===== src/rtl/stall_flush_controller.sv =====
// Pipeline hazard controller: load-use, jump, mispredict and mul/div stalls/flushes.
// Optional perf counters (stall_cycles, flush_events) exist only when HAZARD_PERF_CNT_EN is defined.
module stall_flush_controller #(
  parameter int MULDIV_MAX_WAIT = 40
) (
  input  logic        clk,
  input  logic        rst,
  input  logic        hzd_exe_to_id_A,
  input  logic        hzd_mem_to_exe_A,
  input  logic        hzd_mem_to_exe_B,
  input  logic        id_jump_taken,
  input  logic        exe_branch_mispredict,
  input  logic        exe_muldiv_start,
  input  logic        exe_muldiv_done,
  output logic        if_stall,
  output logic        id_stall,
  output logic        exe_stall,
  output logic        id_flush,
  output logic        exe_flush,
  output logic        mem_flush,
  output logic        replay_A,
  output logic        replay_B,
  output logic        muldiv_timeout,
  output logic [1:0]  fsm_state
`ifdef HAZARD_PERF_CNT_EN
  ,
  output logic [31:0] stall_cycles,
  output logic [31:0] flush_events
`endif
);

  localparam int WD_W = $clog2(MULDIV_MAX_WAIT + 1);

  typedef enum logic [1:0] {
    IDLE        = 2'd0,
    LOAD_STALL  = 2'd1,
    MULDIV_WAIT = 2'd2
  } state_t;

  state_t            state, state_n;
  logic [WD_W-1:0]   wd_cnt, wd_n;
  logic              replay_a_n, replay_b_n, timeout_set;

  assign fsm_state = state;

  // Mul/div handshake: exe_muldiv_start marks the op's first EXE cycle; exe_muldiv_done
  // marks the cycle its result is valid. Done in the start cycle means no wait at all.
  always_comb begin
    if_stall    = 1'b0;
    id_stall    = 1'b0;
    exe_stall   = 1'b0;
    id_flush    = 1'b0;
    exe_flush   = 1'b0;
    mem_flush   = 1'b0;
    state_n     = state;
    wd_n        = wd_cnt;
    replay_a_n  = 1'b0;
    replay_b_n  = 1'b0;
    timeout_set = 1'b0;
    if (!rst) begin
      case (state)
        MULDIV_WAIT: begin
          state_n = IDLE;
          if (exe_muldiv_done) begin
            state_n = IDLE;
          end else if (wd_cnt == WD_W'(MULDIV_MAX_WAIT)) begin
            timeout_set = 1'b1;
          end else begin
            if_stall  = 1'b1;
            id_stall  = 1'b1;
            exe_stall = 1'b1;
            mem_flush = 1'b1;
            wd_n      = wd_cnt + WD_W'(1);
            state_n   = MULDIV_WAIT;
          end
        end
        default: begin
          state_n = IDLE;
          if (exe_branch_mispredict) begin
            id_flush  = 1'b1;
            exe_flush = 1'b1;
          end else if (state == IDLE) begin
            if (hzd_mem_to_exe_A || hzd_mem_to_exe_B) begin
              if_stall   = 1'b1;
              id_stall   = 1'b1;
              exe_stall  = 1'b1;
              mem_flush  = 1'b1;
              replay_a_n = hzd_mem_to_exe_A;
              replay_b_n = hzd_mem_to_exe_B;
              state_n    = LOAD_STALL;
            end else if (hzd_exe_to_id_A) begin
              if_stall  = 1'b1;
              id_stall  = 1'b1;
              exe_flush = 1'b1;
              state_n   = LOAD_STALL;
            end else if (exe_muldiv_start && !exe_muldiv_done) begin
              if_stall  = 1'b1;
              id_stall  = 1'b1;
              exe_stall = 1'b1;
              mem_flush = 1'b1;
              wd_n      = WD_W'(1);
              state_n   = MULDIV_WAIT;
            end
          end
          // A jump held in ID by a stall is flushed once the stall drops.
          if (id_jump_taken && !id_stall) id_flush = 1'b1;
        end
      endcase
    end
  end

  always_ff @(posedge clk) begin
    if (rst) begin
      state          <= IDLE;
      wd_cnt         <= '0;
      replay_A       <= 1'b0;
      replay_B       <= 1'b0;
      muldiv_timeout <= 1'b0;
    end else begin
      state    <= state_n;
      wd_cnt   <= wd_n;
      replay_A <= replay_a_n;
      replay_B <= replay_b_n;
      if (timeout_set) muldiv_timeout <= 1'b1;
    end
  end

`ifdef HAZARD_PERF_CNT_EN
  always_ff @(posedge clk) begin
    if (rst) begin
      stall_cycles <= '0;
      flush_events <= '0;
    end else begin
      if (if_stall && stall_cycles != 32'hFFFF_FFFF) stall_cycles <= stall_cycles + 32'd1;
      if ((id_flush || exe_flush) && flush_events != 32'hFFFF_FFFF) flush_events <= flush_events + 32'd1;
    end
  end
`endif

endmodule


===== config.mk =====
export PLATFORM = sky130hd
export DESIGN_NAME = stall_flush_controller
export DESIGN_NICKNAME = d
export VERILOG_FILES = /design/src/rtl/stall_flush_controller.sv
export SDC_FILE = /design/constraint.sdc
export NUM_CORES = 1
export LEC_CHECK = 0
export ABC_AREA = 1
export CORE_MARGIN = 2
export CORE_UTILIZATION = 45
export DETAILED_ROUTE_END_ITERATION = 10
export PLACE_DENSITY_LB_ADDON = 0.15
export SLEW_MARGIN = 20
export SYNTH_ARGS = -nofsm -noshare
export SYNTH_HDL_FRONTEND = slang
export SYNTH_SLANG_ARGS = --single-unit

===== constraint.sdc =====
create_clock -name clk -period 1.67 [get_ports clk]
set_input_delay 0.2505 -clock clk [delete_from_list [all_inputs] [get_ports clk]]
set_output_delay 0.2505 -clock clk [all_outputs]
set_load 0.01 [all_outputs]

==> metrics.md <==
| Metric | Value |
|---|---|
| Outcome | `completed` |
| Hold_buf cts | `0` |
| Post-Synthesis Cells | `~100` |
| Top cells by area, synth | `dfxtp_1 33%, nor2_1 12%, nand2_1 8.4%, inv_1 7.3%, a21oi_1 5.2%` |
| Slew @ Worst Pin | `between 0.2 and 0.25 ns` |
| CP bufs+invs | `3` |
| Critical-path maximum fanout | `4` |
| Slowest cell on the critical path | `dfxtp_2` |
| Clk pwr share | `0.323` |
| Final Hold Fails | `0` |
| Max IR drop VDD | `0.7120 mV` |
| Remaining DRCs | `0` |
| Diodes inserted | `0` |
| Max-slew violations | `0` |
| CTS tree | `done` |
| Largest net degree at the start of global routing | `10` |
| Fin crit share | `0.9621` |
| DPL Wire Length | `1347 um` |
| FFs w/ async S/R, synth | `0` |
| Worst-Skew Late Latency | `~0.27 ns` |
| Sw frac | `0.2705` |
| Synth area leader | `dfxtp_1` |
| Post-synth top flop | `dfxtp_1` |
| Seq cells post-synth | `11` |
| Worst slack, placed | `-0.3913 ns` |
| CTS Sinks | `11` |
| GRT overflow | `0` |
| Worst-case clock skew | `between 0.0015 and 0.002 ns` |
| RePlAce Congestion | `0.8532` |
| Antenna Nets Post-Route | `0` |
| Drt total wl | `1769 um` |
| Mean Syn Cell Area | `~6.6 um2` |
| Sequential area share after synthesis | `0.3296` |
| Avg WL per Cell | `roughly 12 um` |
| Crit end category | `output port` |
| First-pass DRT Iterations | `4` |
| Share of the synthesized area in the top cell type | `0.3296` |
| Cell Chain, Critical Path | `inv_1 -> nand2_2 -> inv_2 -> nor2_2 -> o21ai_0 -> a21oi_1 -> buf_2` |
| Critical path class | `flip-flop to output port` |
| Root buf cell | `clkbuf_4` |
| Vias in the first global route | `a little over 700` |
| P per Cell Area | `555.3 nW/um2` |
| DIE AREA | `roughly 1800 um2` |
| Worst EP arrival | `around 1.4 ns` |
| First-pass GRT wire length | `between 2000 and 3000 um` |
| All-layer global routing usage | `0.2155` |
| Fillers | `101` |
| Setup TNS | `0 ns` |
| CTS Buffer Depth | `2` |
| Placeable Area | `around 1400 um2` |
| Fin worst setup slack | `between 0.06 and 0.07 ns` |
| Port bufs | `19` |
| Placed inst area | `about 980 um2` |
| Vias per cell | `4.961` |
| Clock slew at reported path FFs | `roughly 0.070 ns` |
| Area grow syn2layout | `53.00%` |
| Fmax | `approximately 620 MHz` |
| Post-synth EDFFs | `0` |
| Largest delay share family, worst path | `flip-flops` |
| Die height | `about 43 um` |
| Synth Net Count | `about 110` |
| CP Launch Type | `flip-flop` |
| Io pins | `20` |
| Pleak | `0.4628 nW` |
| Worst Hold Class | `input port to flip-flop` |
| Endpoints failing setup | `0` |
| Starting Density | `0.4949` |
| Count leader, synth | `nor2_1` |
| Max Cap Viol | `0` |
| Part of the power in registers | `0.474` |
| Worst Path Required | `between 1 and 1.5 ns` |
| Final min period | `between 1.5 and 2 ns` |
| H-tree depth | `1` |
| Worst slew margin | `0.8537` |
| Synthesized area | `between 600 and 700 um2` |
| Final Instance Area | `about 1000 um2` |
| Yosys Warn Count | `0` |
| Via count | `approximately 760` |
| Number of buffers created by CTS | `3` |
| Slowest cell delay on critical path | `0.34 ns` |
| Row count | `13` |
| Switch Pwr | `0.1536 mW` |
| Initial antenna violation count | `0` |
| Layout cells sized above 1 | `0.3913` |
| Top cells by count, synth | `22 x nor2_1, 15 x nand2_1, 13 x inv_1, 11 x dfxtp_1, 7 x a21oi_1` |
| Yosys cell types | `21` |
| Final #Nets | `150` |
| Die width | `roughly 43 um` |
| Pint | `slightly above 0.4 mW` |
| Comb power frac | `0.203` |
| DR iter-0 viols | `24` |
==> layout by cell type, fill, tap and decap left out, drive strengths merged, types with 2 or more instances in the layout <==
cell	Yosys	layout
a21oi	8	8
clkdlybuf4s50	0	12
clkbuf	0	3
buf	3	23
o21ai	6	6
clkinv	1	2
nand3	7	7
inv	14	14
ha	2	2
nand2	20	20
nor3	2	2
dfxtp	11	11
nor2	24	24
==> path summary, 6_finish.rpt <==
| kind | end | depth (start not counted) | slack [ns] | from |
|---|---|---|---|---|
| worst max-delay path | id_flush | 7 | 0.06 | fsm_state[0] |
| worst min-delay path | muldiv_timeout | 5 | 0.43 | exe_muldiv_done |
| worst max register to register | wd_cnt[4] | 9 | 0.30 | fsm_state[0] |
| worst min register to register | muldiv_timeout | 2 | 0.50 | muldiv_timeout |
==> timing repair <==
action / in CTS / in global routing
setup buffers: 0 / 0
endpoints found under the setup margin: 6 / 6
gates cloned: 0 / 0
resized for setup: 27 / 16
pin swaps: 4 / 4
endpoints found under the hold margin: 0 / 0
==> kinds of logic after synthesis <==
| group | after synthesis | share of synthesized area |
|---|---|---|
| DFF | 11 | 0.3296 |
| adders and majority gates | 2 | 0.03745 |
| AOI/OAI and AO/OA | 15 | 0.1199 |
| xor gates and xnor gates | 1 | 0.01311 |
| and+or+nand+nor | 54 | 0.3801 |
| buffers and inverters | 18 | 0.1198 |
==> worst min-delay path: cells and delay by family <==
family                 cells  cell delay, ns
buffers and inverters      2            0.24
AND/OR/NAND/NOR            3            0.17
==> layer usage <==
layer  part of all wire  up-vias  GRT usage
li1                   -      391          -
met1               0.39      333     0.2468
met2               0.51       31     0.3723
met3              0.075        4    0.03017
met4              0.022        0     0.1313
met5                  0        -          0
==> state kept, by name (all words and copies together) (netlist names) <==
register        count
wd_cnt              6
fsm_state           2
muldiv_timeout      1
replay_A            1
replay_B            1
==> metrics by stage <==
step	cells	util	power, mW	hold slack, ns
after global routing	153	0.7572	0.5937	0.4558
after global placement	149	0.7275	0.3839	0.4516
final	153	0.7572	0.5677	0.4253
after detailed placement	149	0.7275	0.3867	0.4962
after CTS	153	0.7368	0.5631	0.5094
after floorplan	101	-	0.3214	0.3846
==> final cells by class <==
| cell class | count | area (um2) | share of cell area |
|---|---|---|---|
| Inverter | 15 | 57.56 | 0.05630 |
| Timing Repair Buffer | 36 | 290.3 | 0.2840 |
| Multi-Input combinational cell | 72 | 406.6 | 0.3978 |
| Clock buffer | 3 | 22.52 | 0.02203 |
| Sequential cell | 11 | 221.5 | 0.2166 |
| Tap cell | 15 | 18.77 | 0.01836 |
| Clock inverter | 1 | 5.005 | 0.004896 |
==> power by group through the flow <==
stage,Clock (mW),Combinational [mW],Sequential (mW)
2_1_floorplan,0,0.0443,0.277
3_3_place_gp,0,0.109,0.275
3_5_place_dp,0,0.112,0.275
4_1_cts,0.187,0.107,0.269
5_1_grt,0.199,0.125,0.270
6_report,0.183,0.115,0.269
(Power assumes the default switching activity.)
